==> config.mk <==
export PLATFORM = sky130hd
export DESIGN_NAME = bconv_window_gen_flat
export DESIGN_NICKNAME = d
export VERILOG_FILES = /design/src/rtl/bconv_window_if.sv /design/src/rtl/bconv_window_gen.sv /design/src/flat_wrapper.sv
export SDC_FILE = /design/constraint.sdc
export NUM_CORES = 1
export LEC_CHECK = 0
export ABC_AREA = 1
export BUFFER_PORTS_ARGS = -buffer_cell sky130_fd_sc_hd__buf_4
export CAP_MARGIN = 40
export CORE_MARGIN = 3
export CORE_UTILIZATION = 35
export DETAILED_ROUTE_END_ITERATION = 16
export SETUP_SLACK_MARGIN = 0.3
export SLEW_MARGIN = 0
export SYNTH_ARGS = -nofsm -noshare
export SYNTH_HDL_FRONTEND = slang
export SYNTH_SLANG_ARGS = --single-unit
==> constraint.sdc <==
create_clock -name clk -period 2.77 [get_ports clk]
set_input_delay 0.277 -clock clk [delete_from_list [all_inputs] [get_ports clk]]
set_output_delay 0.277 -clock clk [all_outputs]
set_load 0.02 [all_outputs]
==> src/rtl/bconv_window_if.sv <==
// Stream interface between a pixel source, the 3x3 window generator and the
// XNOR/popcount convolver that consumes the windows.
interface bconv_window_if #(
  parameter int INPUT_H = 28,
  parameter int INPUT_W = 28
) ();
  localparam int ROW_W = (INPUT_H > 3) ? $clog2(INPUT_H - 2) : 1;
  localparam int COL_W = (INPUT_W > 3) ? $clog2(INPUT_W - 2) : 1;

  logic             clear_i;
  logic             pix_i;
  logic             pix_valid_i;
  logic             pix_ready_o;
  logic [8:0]       win_o;
  logic [ROW_W-1:0] win_row_o;
  logic [COL_W-1:0] win_col_o;
  logic             win_valid_o;
  logic             win_ready_i;
  logic             frame_done_o;

  // Upstream pixel source / downstream consumer side.
  modport master (
    output clear_i, pix_i, pix_valid_i, win_ready_i,
    input  pix_ready_o, win_o, win_row_o, win_col_o, win_valid_o, frame_done_o
  );

  // Window generator side.
  modport slave (
    input  clear_i, pix_i, pix_valid_i, win_ready_i,
    output pix_ready_o, win_o, win_row_o, win_col_o, win_valid_o, frame_done_o
  );
endinterface

==> src/rtl/bconv_window_gen.sv <==
// 3x3 sliding-window generator for a binarized image streamed in row-major
// order. Two line buffers hold rows r-1 and r-2; two column registers hold
// the previous two window columns, so each accepted pixel with r>=2, c>=2
// yields one window into a single-entry output register.
module bconv_window_gen #(
  parameter int INPUT_H = 28,
  parameter int INPUT_W = 28
) (
  input  logic          clk,
  input  logic          rst,
  bconv_window_if.slave bus
);
  localparam int RW    = $clog2(INPUT_H);
  localparam int CW    = $clog2(INPUT_W);
  localparam int ROW_W = (INPUT_H > 3) ? $clog2(INPUT_H - 2) : 1;
  localparam int COL_W = (INPUT_W > 3) ? $clog2(INPUT_W - 2) : 1;

  localparam logic [RW-1:0] R_LAST = RW'(INPUT_H - 1);
  localparam logic [CW-1:0] C_LAST = CW'(INPUT_W - 1);
  localparam logic [RW-1:0] R_ONE  = RW'(1);
  localparam logic [RW-1:0] R_TWO  = RW'(2);
  localparam logic [CW-1:0] C_TWO  = CW'(2);

  localparam logic [1:0] FILL   = 2'd0;
  localparam logic [1:0] STREAM = 2'd1;
  localparam logic [1:0] DRAIN  = 2'd2;

  logic [1:0]         state_reg, state_next;
  logic [RW-1:0]      r_reg;
  logic [CW-1:0]      c_reg;
  logic [INPUT_W-1:0] lb1_reg;      // row r-1, indexed by column
  logic [INPUT_W-1:0] lb2_reg;      // row r-2, indexed by column
  logic [2:0]         col1_reg;     // column c-1 as {top, mid, bottom}
  logic [2:0]         col2_reg;     // column c-2 as {top, mid, bottom}
  logic [8:0]         win_reg;
  logic [ROW_W-1:0]   row_reg;
  logic [COL_W-1:0]   col_reg;
  logic               valid_reg;

  logic       pix_ready;
  logic       pix_accept;
  logic       win_consume;
  logic       frame_done;
  logic       row_end;
  logic       win_hit;
  logic [2:0] cur_col;
  logic [8:0] win_next;

  // Ready is forced low during reset and clear so no pixel slips in.
  assign pix_ready = !rst && !bus.clear_i &&
                     ((state_reg == FILL) ||
                      ((state_reg == STREAM) && (!valid_reg || bus.win_ready_i)));

  assign pix_accept  = bus.pix_valid_i && pix_ready;
  assign win_consume = valid_reg && bus.win_ready_i;
  assign frame_done  = (state_reg == DRAIN) && win_consume && !bus.clear_i;
  assign row_end     = (c_reg == C_LAST);
  assign win_hit     = pix_accept && (r_reg >= R_TWO) && (c_reg >= C_TWO);

  // Column entering the window: rows r-2, r-1 from the buffers, row r live.
  assign cur_col = {lb2_reg[c_reg], lb1_reg[c_reg], bus.pix_i};

  // Window row gi (2 = top) packed as {c-2, c-1, c}, top row in the MSBs.
  for (genvar gi = 0; gi < 3; gi++) begin : g_win_row
    assign win_next[3*gi +: 3] = {col2_reg[gi], col1_reg[gi], cur_col[gi]};
  end

  assign bus.pix_ready_o  = pix_ready;
  assign bus.win_o        = win_reg;
  assign bus.win_row_o    = row_reg;
  assign bus.win_col_o    = col_reg;
  assign bus.win_valid_o  = valid_reg;
  assign bus.frame_done_o = frame_done;

  // Frame phase: fill the first two rows, stream windows, then drain the last.
  always_comb begin
    state_next = state_reg;
    case (state_reg)
      FILL:    if (pix_accept && (r_reg == R_ONE) && row_end)  state_next = STREAM;
      STREAM:  if (pix_accept && (r_reg == R_LAST) && row_end) state_next = DRAIN;
      DRAIN:   if (frame_done)                                 state_next = FILL;
      default: state_next = FILL;
    endcase
  end

  // State register; a clear aborts the frame from any state.
  always_ff @(posedge clk or posedge rst) begin
    if (rst)              state_reg <= FILL;
    else if (bus.clear_i) state_reg <= FILL;
    else                  state_reg <= state_next;
  end

  // Raster position of the next pixel; wraps to (0,0) after the last one.
  always_ff @(posedge clk or posedge rst) begin
    if (rst) begin
      r_reg <= '0;
      c_reg <= '0;
    end else if (bus.clear_i) begin
      r_reg <= '0;
      c_reg <= '0;
    end else if (pix_accept) begin
      if (row_end) begin
        c_reg <= '0;
        r_reg <= (r_reg == R_LAST) ? '0 : r_reg + R_ONE;
      end else begin
        c_reg <= c_reg + CW'(1);
      end
    end
  end

  // Line buffers shift down one row per column; window columns shift left.
  always_ff @(posedge clk or posedge rst) begin
    if (rst) begin
      lb1_reg  <= '0;
      lb2_reg  <= '0;
      col1_reg <= '0;
      col2_reg <= '0;
    end else if (bus.clear_i) begin
      lb1_reg  <= '0;
      lb2_reg  <= '0;
      col1_reg <= '0;
      col2_reg <= '0;
    end else if (pix_accept) begin
      lb2_reg[c_reg] <= lb1_reg[c_reg];
      lb1_reg[c_reg] <= bus.pix_i;
      col2_reg       <= col1_reg;
      col1_reg       <= cur_col;
    end
  end

  // Single output stage: load on a producing pixel, hold under backpressure.
  always_ff @(posedge clk or posedge rst) begin
    if (rst) begin
      win_reg   <= '0;
      row_reg   <= '0;
      col_reg   <= '0;
      valid_reg <= 1'b0;
    end else if (bus.clear_i) begin
      valid_reg <= 1'b0;
    end else if (win_hit) begin
      win_reg   <= win_next;
      row_reg   <= ROW_W'(r_reg - R_TWO);
      col_reg   <= COL_W'(c_reg - C_TWO);
      valid_reg <= 1'b1;
    end else if (win_consume) begin
      valid_reg <= 1'b0;
    end
  end
endmodule

==> src/flat_wrapper.sv <==
// flat-port wrapper written by rule: the top's interface ports become plain ports
module bconv_window_gen_flat 
#(
  parameter int INPUT_H = 28,
  parameter int INPUT_W = 28
)
  (clk, rst, bus_clear_i, bus_pix_i, bus_pix_valid_i, bus_win_ready_i, bus_pix_ready_o, bus_win_o, bus_win_row_o, bus_win_col_o, bus_win_valid_o, bus_frame_done_o);
  bconv_window_if #(.INPUT_H(INPUT_H), .INPUT_W(INPUT_W)) bus_i ();
  input  logic clk;
  input  logic rst;
  input wire logic [$bits(bus_i.clear_i)-1:0] bus_clear_i;
  input wire logic [$bits(bus_i.pix_i)-1:0] bus_pix_i;
  input wire logic [$bits(bus_i.pix_valid_i)-1:0] bus_pix_valid_i;
  input wire logic [$bits(bus_i.win_ready_i)-1:0] bus_win_ready_i;
  output wire logic [$bits(bus_i.pix_ready_o)-1:0] bus_pix_ready_o;
  output wire logic [$bits(bus_i.win_o)-1:0] bus_win_o;
  output wire logic [$bits(bus_i.win_row_o)-1:0] bus_win_row_o;
  output wire logic [$bits(bus_i.win_col_o)-1:0] bus_win_col_o;
  output wire logic [$bits(bus_i.win_valid_o)-1:0] bus_win_valid_o;
  output wire logic [$bits(bus_i.frame_done_o)-1:0] bus_frame_done_o;
  assign bus_i.clear_i = bus_clear_i;
  assign bus_i.pix_i = bus_pix_i;
  assign bus_i.pix_valid_i = bus_pix_valid_i;
  assign bus_i.win_ready_i = bus_win_ready_i;
  assign bus_pix_ready_o = bus_i.pix_ready_o;
  assign bus_win_o = bus_i.win_o;
  assign bus_win_row_o = bus_i.win_row_o;
  assign bus_win_col_o = bus_i.win_col_o;
  assign bus_win_valid_o = bus_i.win_valid_o;
  assign bus_frame_done_o = bus_i.frame_done_o;
  bconv_window_gen #(.INPUT_H(INPUT_H), .INPUT_W(INPUT_W)) u_core (.clk(clk), .rst(rst), .bus(bus_i));
endmodule
Word level (Yosys, flattened, before mapping)
Cells that the tools add are included.
{"block": "classes", "bitwise": 1, "reduce_logical": 26, "n_lt_le_gt_ge": 4, "add_sub_neg": 4, "shift": 0, "eq_ne": 8, "mux": 31, "n_mul": 0, "n_div": 0}
{"operator": "2-to-1 mux 28 bit", "count": 4}
{"operator": "bitwise mux 28 bit", "count": 2}
{"operator": "2-to-1 mux 5 bit", "count": 7}
{"operator": "logical AND 1 bit", "count": 14}
{"operator": "2-to-1 mux 3 bit", "count": 4}
{"operator": "adder 5 x 1 -> 5 bit (second input constant)", "count": 2}
{"operator": "binary-select mux 1 bit (select 5 bit)", "count": 2}
{"operator": "equality test 5 bit (second input constant)", "count": 2}
{"operator": ">= comparator 5 x 2 -> 1 bit (second input constant)", "count": 2}
{"operator": "subtractor 5 x 2 -> 5 bit (second input constant)", "count": 2}
{"operator": "inequality test 3 bit (second input constant)", "count": 3}
{"operator": "2-to-1 mux 2 bit", "count": 4}
{"operator": "less-than comparator 5 x 6 -> 1 bit (second input constant)", "count": 1}
{"operator": "2-to-1 mux 1 bit", "count": 6}
{"operator": "one-hot mux 2 bit (3 select lines)", "count": 1}
{"operator": "demux 1 bit (select 5 bit)", "count": 1}
{"operator": "equality test 5 x 1 -> 1 bit (second input constant)", "count": 1}
{"operator": ">= comparator 5 x 1 -> 1 bit (second input constant)", "count": 1}
{"operator": "AND reduction 2 bit", "count": 2}
{"operator": "nonzero test 2 bit", "count": 2}
{"operator": "zero test 1 bit", "count": 3}
{"operator": "AND reduction 3 bit", "count": 1}
{"operator": "nonzero test 3 bit", "count": 1}
{"operator": "equality test 2 x 1 -> 1 bit (second input constant)", "count": 1}
{"operator": "4 further kinds", "count": 5}
{"block": "word_totals", "ram_bits": 0, "mem_bits_ro": 0, "reg_bits": 94, "latchBits": 0, "mem_count": 0}

Logic depth before layout (Yosys ltp)
Gate-level depths: netlist (run 1).
{"block": "logic_depth", "word_depth": 11, "depth_mapped": 13, "ltp_nobuf": 11}

Least setup slack after synthesis (run 1)
No wires, ideal clock.
{"block": "synth_path", "path_type": "reg2reg", "from": "register u_core.c_reg[0]", "to": "register u_core.lb2_reg[14]", "slack_ps": 904, "t_arrival_ps": 1749, "setup_ps": 117, "stages_incl_launch_ff": 13, "synth_period_minus_slack_ps": 1866, "n_path_buf": 3, "required_ps": 2653, "path_cell_list": "dfrtp_1 -> buf_2 -> inv_1 -> buf_2 -> buf_2 -> ha_1 -> inv_1 -> nor2_1 -> inv_1 -> o21ai_0 -> inv_1 -> nand2_1 -> nand2_1"}
{"block": "synth_via", "elab_chain_cells": 7}
{"element": "start, declared", "line_no": "bconv_window_gen.sv:30", "source": "logic [CW-1:0] c_reg;"}
{"element": "start signal, assigned", "line_no": "bconv_window_gen.sv:106", "source": "c_reg <= c_reg + CW'(1);"}
{"element": "less-than comparator 5 x 6 -> 1 bit (implied by the code) / >= comparator 5 x 1 -> 1 bit (equally long branches)", "line_no": "bconv_window_gen.sv:124", "source": "lb2_reg[c_reg] <= lb1_reg[c_reg];"}
{"element": "logical AND 1 bit (implied by the code)", "line_no": "bconv_window_gen.sv:124"}
{"element": "2-to-1 mux 1 bit (implied by the code)", "line_no": "bconv_window_gen.sv:124"}
{"element": "demux 1 bit (select 5 bit)"}
{"element": "bitwise mux 28 bit *", "line_no": "bconv_window_gen.sv:124"}
{"element": "2-to-1 mux 28 bit *", "line_no": "bconv_window_gen.sv:123", "source": "end else if (pix_accept) begin"}
{"element": "2-to-1 mux 28 bit *", "line_no": "bconv_window_gen.sv:118", "source": "end else if (bus.clear_i) begin"}
{"element": "end signal, assigned by index", "line_no": "bconv_window_gen.sv:124"}
{"element": "end, declared", "line_no": "bconv_window_gen.sv:32", "source": "logic [INPUT_W-1:0] lb2_reg;"}
Mark *: on every way between the ends. The rest lies on a longest branch, timed or not. The select of a mux whose other input is x is not followed.
A chain may end at the register's enable or synchronous reset.

Worst setup path after layout (run 1)
{"block": "layout_path", "from": "register u_core.c_reg[1]", "to": "register u_core.r_reg[4]"}
{"block": "layout_via", "elab_chain_cells": 3}
{"element": "equality test 5 bit", "line_no": "bconv_window_gen.sv:57", "source": "assign row_end = (c_reg == C_LAST);"}
{"element": "nonzero test 2 bit (no line)"}
{"element": "AND reduction 2 bit (no line)"}
{"element": "end signal, assigned", "line_no": "bconv_window_gen.sv:104", "source": "r_reg <= (r_reg == R_LAST) ? '0 : r_reg + R_ONE;"}
{"element": "end, declared", "line_no": "bconv_window_gen.sv:29", "source": "logic [RW-1:0] r_reg;"}
Every way passes these cells.

==> results of run 1 <==
[cell usage after synthesis (all sizes together)]
library cell / number
a21oi: 4
a22o: 10
and2: 1
buf: 25
clkbuf: 4
dfrtp: 94
ha: 12
inv: 90
nand2: 200
nand3: 60
nand4: 6
nor2: 56
nor3: 3
nor4: 1
o211ai: 1
o21ai: 65
o22ai: 13
o31ai: 1
o32ai: 1
or2: 2
xnor2: 2
xor2: 5
[area by class of cell]
cell class,instances,area [sq um],share of cell area (%)
multi-input cells,443,2180,38.0
clock buffers,11,253,4.40
repair buffers,40,313,5.44
inverters,90,342,5.94
well taps,180,225,3.92
flip-flops and latches,94,2350,40.9
clock inverters,5,81.3,1.41
[metal layers]
metal	track usage, %	up-vias
li1	-	2125
met1	23.6	2028
met2	27.3	140
met3	3.48	19
met4	5.87	0
met5	0	-
[power by group through the flow]
stage / Combinational [mW] / Clock (mW) / Sequential [mW]
6_report: 0.330 / 1.37 / 1.41
5_1_grt: 0.369 / 1.46 / 1.42
3_5_place_dp: 0.332 / 0 / 1.44
2_1_floorplan: 0.199 / 0 / 1.46
4_1_cts: 0.332 / 1.40 / 1.41
3_3_place_gp: 0.328 / 0 / 1.44
[critical path, stage by stage, from the launching register on]
cell	delay (ns)
dfrtp_1	0.49
buf_4	0.29
ha_1	0.29
nand2_1	0.10
nor2_2	0.24
inv_2	0.09
nor2_2	0.21
nor2_2	0.10
inv_1	0.12
o21ai_0	0.09
[worst paths after layout]
kind                       slack [ns]                            from  depth (start not counted)                         endpoint
setup / recovery                 0.62     u_core.c_reg[1]$_DFFE_PP0P_                          9      u_core.r_reg[4]$_DFFE_PP0P_
hold / removal                   0.09                             rst                          2  u_core.state_reg[0]$_DFFE_PP0P_
setup reg to reg                 0.62     u_core.c_reg[1]$_DFFE_PP0P_                          9      u_core.r_reg[4]$_DFFE_PP0P_
hold reg to reg                  0.48  u_core.col2_reg[0]$_DFFE_PP0P_                          2  u_core.bus.win_o[2]$_DFFE_PP0P_
max in group asynchronous        1.96                             rst                          3    u_core.lb1_reg[9]$_DFFE_PP0P_
min in group clk                 0.16                       bus_pix_i                          3  u_core.bus.win_o[0]$_DFFE_PP0P_
[stage by stage]
| step | instance area, sq um | cells | util [%] | total power, mW | hold slack (ns) |
|---|---|---|---|---|---|
| finish | 5750 | 863 | 41.1 | 3.12 | 0.0942 |
| global route | 5750 | 863 | 41.1 | 3.25 | 0.154 |
| CTS | 5750 | 863 | 41.1 | 3.14 | 0.110 |
| detailed placement | 5410 | 847 | 38.7 | 1.77 | 0.467 |
| global placement | 5410 | 847 | 38.7 | 1.77 | 0.458 |
| floorplan | 5040 | 656 | - | 1.66 | 0.394 |
[kinds of logic (layout without fill, tap and decap cells)]
family                   count (synthesis)  in the layout  share of synthesized area, %
AND/OR/NAND/NOR                        329            329                          27.8
buffers and inverters                  119            146                          9.99
AO/OA/AOI/OAI                           95             95                          11.4
flip-flops                              94             94                          46.7
adder cells (fa/ha/maj)                 12             12                          2.98
XOR/XNOR                                 7              7                          1.22
==> metrics.md, run 1 <==
| Metric | Value |
|---|---|
| Worst hold path class | `in -> async` |
| Number of routed nets with antenna violations | `0` |
| Synth warnings | `0` |
| Routed len/inst | `15.0 um` |
| Final hold violations | `0` |
| Startpoint types | `flip-flop` |
| Die ar. | `~0.016 sq mm` |
| Worst Clk Skew | `0.00563 ns` |
| Synth-to-layout area growth | `14.1%` |
| Top Layer Used | `met4` |
| Core area | `0.0140 sq mm` |
| H-tree depth | `3` |
| Gr usage total | `17.2%` |
| CTS resizes | `0` |
| Final Max Tran Viols | `0` |
| Fmax | `466 MHz` |
| Yosys top cell by area | `dfrtp_1` |
| Share of Yosys cell area claimed by the top area cell type | `46.7%` |
| TNS Setup | `0 ns` |
| Fillers | `approximately 1,400` |
| Setup crit end kind | `flip-flop` |
| Netlist Area Pre-Place | `0.00504 sq mm` |
| Worst-Skew Late Latency | `0.35 ns` |
| Initial Utilization | `36.0%` |
| Final Critical Period | `2.15 ns` |
| Die span in y | `126 um` |
| Clock Power Share | `44.0%` |
| DRC viols | `0` |
| CTS tree | `yes` |
| Pre-CTS WS | `approximately 0.65 ns` |
| Slew HR | `around 46%` |
| RSZ-0062 raised after global routing | `no` |
| Synth Instances | `approximately 660` |
| Share of post-route cells with drive strength above 1 | `13.0%` |
| Routed wl met3 | `815 um` |
| Leakage power | `2.99 nW` |
| CTS Hold Buffers Added | `0` |
| CP required | `3.00 ns` |
| NetSw | `0.777 mW` |
| Status | `finished, final reports clean` |
| Row count | `43` |
| Max-Cap Viols | `0` |
| Global-route wire length before repair | `21,900 um` |
| CTS max path bufs | `2` |
| Metal1 wirelength | `between 5000 and 6000 um` |
| DR pass1 iterations | `5` |
| Largest net degree at the start of global routing | `36` |
| Worst-path clk slew | `~0.070 ns` |
| Slew @ Worst Pin | `0.815 ns` |
| Worst setup margin | `0.624 ns` |
| # IOs | `28` |
| Power per cell area | `~540 mW/mm^2` |
| CTS buffer count | `9` |
| Syn Nets | `674` |
| Met2 routed wirelength | `5990 um` |
| Flop pwr share | `45.4%` |
| # port buffers | `27` |
| Root Buffer | `clkbuf_16` |
| Comb pwr share | `10.6%` |
| Via count | `4,312` |
| P_int | `2.34 mW` |
| Post-Syn Area per Cell | `7.68 sq um` |
| Die W | `about 130 um` |
| Final Setup Violations | `0` |
| Postcts setup bufs | `0` |
| Post-synthesis register bit count | `94` |
| Max VDD drop | `~0.29 mV` |
| Sw Ratio | `24.9%` |
| Final period utilization | `77.5%` |
| Dpl hpwl | `slightly below 9000 um` |
| Most frequent cells in the layout | `nand2_1 (198), dfrtp_1 (94), inv_1 (79)` |
| Clk sink count | `between 90 and 100` |
| Critical path arrival | `2.37 ns` |
| Routed WL | `13,000 um` |
| Number of global-route vias before repair | `4,287` |
| Initial DRC count | `412` |
| Sequential share of the synthesized area | `46.7%` |
| Yosys cell types | `33` |
| N_diodes | `0` |
| Overflow after GRT | `0` |
| Placer congestion estimate | `0.878` |
| Main area contributors after synthesis | `dfrtp_1 (47%), nand2_1 (15%), inv_1 (6.0%)` |
| Largest fanout on the critical path | `16` |
| Drt via density | `5.00` |
| Commonest non-fill, non-tap cell in the layout | `nand2_1` |
| Nets | `696` |
| Initial antenna violation count | `0` |
| Critical path type | `reg -> reg` |
Note: power is estimated with default switching activity, not from simulation.
==> run 2, diff against run 1 <==
==> constraint.sdc (replaced) <==
create_clock -name clk -period 2 [get_ports clk]
set_input_delay 0.2 -clock clk [delete_from_list [all_inputs] [get_ports clk]]
set_output_delay 0.2 -clock clk [all_outputs]
set_load 0.02 [all_outputs]
==> metrics.md, run 2 (synthesis results as in run 1) <==
| Metric | Value |
|---|---|
| CP startpoint | `u_core.c_reg[0]$_DFFE_PP0P_` |
| # IOs | `28 (unchanged)` |
| Core area | `0.0140 sq mm (unchanged)` |
| Row count | `43 (unchanged)` |
| Share of post-route cells with drive strength above 1 | `34.1% (+21 points)` |
| Final hold violations | `0 (unchanged)` |
| CTS buffer count | `9 (unchanged)` |
| Overflow after GRT | `0 (unchanged)` |
| DR pass1 iterations | `5 (unchanged)` |
| Total power | `4.46 mW (+43%)` |
| CTS tree | `yes` |
| Leakage power | `3.32 nW (+11%)` |
| Root Buffer | `clkbuf_16` |
| Gr usage total | `17.3% (+0.13 points)` |
| DRC viols | `0 (unchanged)` |
| Die span in y | `126 um (unchanged)` |
| Slew @ Worst Pin | `0.606 ns (-0.209 ns)` |
| Flop pwr share | `44.1% (-1.3 points)` |
| Non-filler cells in the finished layout | `907 (+5.1%)` |
| Clk sink count | `94 (unchanged)` |
| P_int | `3.20 mW (+37%)` |
| Setup crit end kind | `flip-flop` |
| Max-Cap Viols | `0 (unchanged)` |
| Startpoint types | `flip-flop` |
| Global-route wire length before repair | `22,600 um (+3.0%)` |
| Power per cell area | `657 mW/mm^2 (+21%)` |
| Number of routed nets with antenna violations | `0 (unchanged)` |
| Most frequent cells in the layout | `nand2_1 (164), dfrtp_1 (88), inv_1 (72)` |
| NetSw | `1.25 mW (+61%)` |
| Commonest non-fill, non-tap cell in the layout | `nand2_1` |
| TNS Setup | `0 ns (unchanged)` |
| Drt via density | `5.16 (+3.3%)` |
| Setup crit end | `u_core.lb2_reg[15]$_DFFE_PP0P_` |
| Initial DRC count | `377 (-8.5%)` |
| Critical path arrival | `1.97 ns (-0.40 ns)` |
| Storage element area | `0.00236 sq mm (+0.32%)` |
| Largest net degree at the start of global routing | `46 (+28%)` |
| Worst hold path class | `in -> reg` |
| Via count | `4,681 (+8.6%)` |
| Sw Ratio | `28.1% (+3.2 points)` |
| Dpl hpwl | `9380 um (+5.1%)` |
| Fmax | `580 MHz (+24%)` |
| Multi-input gate area | `0.00266 sq mm (+22%)` |
| # port buffers | `27 (unchanged)` |
| Status | `finished, final reports clean` |
| Worst reg2reg endpoint | `u_core.lb2_reg[15]$_DFFE_PP0P_` |
| Fillers | `1,281 (-8.6%)` |
| Final period utilization | `86.2% (+8.7 points)` |
| Number of global-route vias before repair | `4,535 (+5.8%)` |
| Worst-Skew Late Latency | `0.35 ns (about the same)` |
| Synth-to-layout area growth | `34.6%` |
| Die W | `126 um (unchanged)` |
| Largest fanout on the critical path | `7 (-9)` |
| R2R setup slack | `0.28 ns (-0.35 ns)` |
| Routed len/inst | `16.5 um (+9.5%)` |
| Placer congestion estimate | `0.886 (+1.0%)` |
| Final Setup Violations | `0 (unchanged)` |
| Initial antenna violation count | `0 (unchanged)` |
| CTS max path bufs | `2 (unchanged)` |
| N_diodes | `0 (unchanged)` |
| R2r startpoint | `u_core.c_reg[0]$_DFFE_PP0P_` |
| Worst Clk Skew | `0.00650 ns (+0.000866 ns)` |
| Cells after DPL | `855 (+0.94%)` |
| Clock Power Share | `40.9% (-3.1 points)` |
| Routed WL | `14,900 um (+15%)` |
| Final Max Tran Viols | `0 (unchanged)` |
| Die ar. | `0.0159 sq mm (unchanged)` |
| Slew HR | `59.5% (+14 points)` |
| Nets | `740 (+6.3%)` |
| Critical path type | `reg -> reg` |
| Worst-path clk slew | `0.07 ns (about the same)` |
| Final Critical Period | `1.72 ns (-0.421 ns)` |
| Comb pwr share | `15.1% (+4.5 points)` |
| Cell depth of the worst flop-to-flop path | `12 (+3)` |
| H-tree depth | `3 (unchanged)` |
| Max VDD drop | `0.400 mV (+39%)` |
| CP required | `2.25 ns (-0.75 ns)` |
| RSZ-0062 raised after global routing | `yes` |
| Initial Utilization | `36.0% (unchanged)` |
[run 2: changes by cell type in the layout (fill, tap and decap cells not counted), moves of 12 or more]
cell and delta:
nand3_1 -38, buf_4 +22, nand2_1 -34, nor2_1 -22, nor2_4 +12, nand2_2 +28
o21ai_1 +14, nand3_2 +38, o21ai_0 -18
[run 2: repair_timing]
action	4_1_cts	5_1_grt
cloned	0	8
hold endpoints to repair	21	0
resized for setup	30	150
endpoints found under the setup margin	85	91
setup buffers	4	23
pin swaps	2	36
hold buffers	1	0
[run 2: power by group through the flow]
stage	logic, mW	clock network, mW	registers (mW)
finish	0.671	1.82	1.96
global route	0.720	1.93	1.97
CTS	0.497	1.85	1.96
detailed placement	0.476	0	2.00
global placement	0.473	0	1.99
floorplan	0.280	0	2.02
[run 2: area by class of cell]
class	count	share of cell area (%)
Tap cell	180	3.32
Timing Repair Buffer	83	12.6
Multi-Input combinational cell	444	39.2
Inverter	90	5.44
Clock buffer	9	3.32
Clock inverter	7	1.29
Sequential cell	94	34.8
[run 2: through the flow]
| step | cell area, sq um | hold slack (ns) | worst slack, ns | util, % |
|---|---|---|---|---|
| final | 6780 | 0.0936 | 0.276 | 48.5 |
| after global placement | 5500 | 0.323 | 0.118 | 39.3 |
| after CTS | 5930 | 0.0907 | 0.276 | 42.4 |
| after detailed placement | 5500 | 0.325 | 0.0795 | 39.3 |
| after global routing | 6780 | 0.103 | 0.170 | 48.5 |
| after floorplan | 5070 | 0.317 | 0.295 | - |
[run 2: worst min-delay path by stage]
stage	to	slack, ns	cells after the start	start
floorplan	u_core.bus.win_o[0]$_DFFE_PP0P_	0.32	2	bus_pix_i
global placement	u_core.r_reg[0]$_DFFE_PP0P_	0.32	2	rst
detailed placement	u_core.r_reg[0]$_DFFE_PP0P_	0.32	2	rst
CTS	u_core.bus.win_o[0]$_DFFE_PP0P_	0.09	3	bus_pix_i
global route	u_core.bus.win_o[0]$_DFFE_PP0P_	0.10	3	bus_pix_i
finish	u_core.bus.win_o[0]$_DFFE_PP0P_	0.09	3	bus_pix_i
[run 2: metal layers]
layer	vias up	global-route usage, %	routed length [um]
met5	-	0	0
met4	0	6.94	392
met3	34	3.82	868
met2	184	27.2	7140
met1	2241	23.4	6540
li1	2222	-	-
[run 2: worst max-delay path: stages (launching register included)]
cell	delay, ns
dfrtp_2	0.48
clkinv_4	0.13
buf_8	0.13
nand2_2	0.06
nand3_1	0.06
nand2_1	0.06
nand2_2	0.06
nand2_2	0.07
nor2_4	0.13
nand2_4	0.11
clkbuf_16	0.19
nand3_1	0.06
nand2_1	0.06
==> run 3, diff against run 2 <==
--- a/config.mk
+++ b/config.mk
@@ -11,7 +11,6 @@
 export CORE_MARGIN = 3
 export CORE_UTILIZATION = 35
 export DETAILED_ROUTE_END_ITERATION = 16
-export SETUP_SLACK_MARGIN = 0.3
 export SLEW_MARGIN = 0
 export SYNTH_ARGS = -nofsm -noshare
 export SYNTH_HDL_FRONTEND = slang
==> metrics.md, run 3 (synthesis results as in run 1) <==
| Metric | Value |
|---|---|
| Dpl hpwl | `8980 um (-4.3%)` |
| Postcts setup bufs | `0 (-4)` |
| Worst reg2reg endpoint | `u_core.lb2_reg[5]$_DFFE_PP0P_` |
| Nets | `703 (-5.0%)` |
| Largest net degree at the start of global routing | `95 (+110%)` |
| Die ar. | `0.0159 sq mm (unchanged)` |
| CTS tree | `yes` |
| Row count | `43 (unchanged)` |
| H-tree depth | `3 (unchanged)` |
| Largest fanout on the critical path | `16 (+9)` |
| Worst-path clk slew | `0.07 ns (about the same)` |
| Worst-Skew Late Latency | `0.36 ns (about the same)` |
| N_diodes | `0 (unchanged)` |
| Final period utilization | `93.9% (+7.7 points)` |
| Leakage power | `3.02 nW (-8.9%)` |
| Number of global-route vias before repair | `4,432 (-2.3%)` |
| Total power | `4.32 mW (-3.1%)` |
| Setup crit end kind | `flip-flop` |
| Commonest non-fill, non-tap cell in the layout | `nand2_1` |
| Max VDD drop | `0.403 mV (+0.75%)` |
| CP top delay family | `buffers and inverters` |
| Final hold violations | `0 (unchanged)` |
| DRC viols | `0 (unchanged)` |
| Global-route wire length before repair | `22,400 um (-0.73%)` |
| Slew HR | `66.2% (+6.7 points)` |
| Final Critical Period | `1.88 ns (+0.154 ns)` |
| Worst hold path class | `in -> async` |
| CP required | `2.30 ns (+0.05 ns)` |
| Crit-path slowest cell | `dfrtp_1` |
| Core area | `0.0140 sq mm (unchanged)` |
| Overflow after GRT | `0 (unchanged)` |
| R2r startpoint | `u_core.c_reg[0]$_DFFE_PP0P_` |
| Max incr delay on CP | `0.39 ns (-0.09 ns)` |
| Critical path type | `reg -> reg` |
| Most frequent cells in the layout | `nand2_1 (198), dfrtp_1 (94), inv_1 (79)` |
| CP cell instances | `inv_1 -> buf_4 -> nand2_1 -> nand2_1 -> nand2_1 -> a21oi_1 -> nor2_1 -> nand2_1 -> buf_4 -> nand3_1 -> nand2_1` |
| Drt via density | `5.02 (-2.7%)` |
| Placer congestion estimate | `0.860 (-2.9%)` |
| Slew @ Worst Pin | `0.507 ns (-0.0988 ns)` |
| Power per cell area | `743 mW/mm^2 (+13%)` |
| R2R setup slack | `0.12 ns (-0.15 ns)` |
| Initial antenna violation count | `0 (unchanged)` |
| Startpoint types | `flip-flop` |
| Synth-to-layout area growth | `15.4%` |
| # IOs | `28 (unchanged)` |
| DR pass1 iterations | `5 (unchanged)` |
| Status | `finished, final reports clean` |
| CTS max path bufs | `2 (unchanged)` |
| CP startpoint | `u_core.c_reg[0]$_DFFE_PP0P_` |
| RSZ-0062 raised after global routing | `yes` |
| Placed Instance Area | `0.00549 sq mm (-0.18%)` |
| Fmax | `532 MHz (-8.2%)` |
| # port buffers | `27 (unchanged)` |
| Cell depth of the worst flop-to-flop path | `11 (-1)` |
| Routed len/inst | `15.4 um (-6.5%)` |
| Max-Cap Viols | `0 (unchanged)` |
| CP dominant cell by count | `nand2_1` |
| Number of routed nets with antenna violations | `0 (unchanged)` |
| Crit path buffers/inverters | `3 (unchanged)` |
| Final Max Tran Viols | `0 (unchanged)` |
| Finished layout cell area | `0.00582 sq mm (-14%)` |
| Die span in y | `126 um (unchanged)` |
| Clk sink count | `94 (unchanged)` |
| Gr usage total | `17.5% (+0.20 points)` |
| Routed WL | `13,400 um (-10%)` |
| Die W | `126 um (unchanged)` |
| CTS Hold Buffers Added | `0 (-1)` |
| Share of post-route cells with drive strength above 1 | `13.9% (-20 points)` |
| Final Setup Violations | `0 (unchanged)` |
| CTS buffer count | `9 (unchanged)` |
| Initial Utilization | `36.0% (unchanged)` |
| Critical path arrival | `2.17 ns (+0.20 ns)` |
| Via count | `4,368 (-6.7%)` |
| Root Buffer | `clkbuf_16` |
| Initial DRC count | `297 (-21%)` |
| Worst Clk Skew | `0.0127 ns (+0.00618 ns)` |
[run 3: changes by cell type in the layout (fill, tap and decap cells not counted), sizes merged]
cell         previous run  this run
buf                    76        47
clkinvlp                1         3
dlygate4sd3             1         0
nand3                  61        60
clkinv                  3         0
clkbuf                 15        10
bufinv                  1         2
inv                    92        91
[run 3: power breakdown]
group          internal (mW)  switching (mW)
sequential              1.94          0.0202
clock                   1.11           0.780
combinational          0.149           0.329
[run 3: cell type report]
cell class	count	area, sq um
Fill cell	1451	8170
Sequential cell	94	2350
Multi-Input combinational cell	443	2180
Timing Repair Buffer	47	390
Inverter	90	342
Clock buffer	10	229
Tap cell	180	225
Clock inverter	6	92.6
[run 3: worst reg2reg max path: cells and delay by family (launching register included)]
family,cells,cell delay (ns)
buffers and inverters,3,0.66
and+or+nand+nor,7,0.55
DFF,1,0.39
AOI/OAI and AO/OA,1,0.24
[run 3: per-layer routing]
layer / vias up / routed length (um) / GRT usage (%)
met4: 0 / 201 / 4.86
li1: 2139 / - / -
met2: 120 / 6250 / 28.3
met1: 2091 / 6210 / 23.7
met5: - / 0 / 0
met3: 18 / 741 / 4.24
[run 3: timing repair]
action,CTS,global route
hold endpoints to repair,0,0
gates resized for setup,0,1
setup endpoints to repair,0,2
[run 3: worst max path at each step]
stage,to,slack [ns],cells after the start
6_report,u_core.lb2_reg[5]$_DFFE_PP0P_,0.12,11
5_1_grt,u_core.lb2_reg[13]$_DFFE_PP0P_,-0.007,9
4_1_cts,u_core.lb2_reg[21]$_DFFE_PP0P_,0.13,9
3_5_place_dp,u_core.lb2_reg[5]$_DFFE_PP0P_,0.14,11
3_3_place_gp,u_core.lb2_reg[23]$_DFFE_PP0P_,0.16,11
2_1_floorplan,u_core.lb2_reg[14]$_DFFE_PP0P_,0.13,12
[run 3: per-stage QoR]
stage | hold slack, ns | TNS (ns) | setup slack [ns] | instances | util (%)
6_report | 0.0207 | 0 | 0.122 | 870 | 41.6
5_1_grt | 0.0547 | -0.00669 | -0.00669 | 870 | 41.6
4_1_cts | 0.0338 | 0 | 0.130 | 870 | 41.6
3_5_place_dp | 0.420 | 0 | 0.138 | 854 | 39.3
3_3_place_gp | 0.419 | 0 | 0.160 | 854 | 39.3
2_1_floorplan | 0.317 | 0 | 0.134 | 656 | -
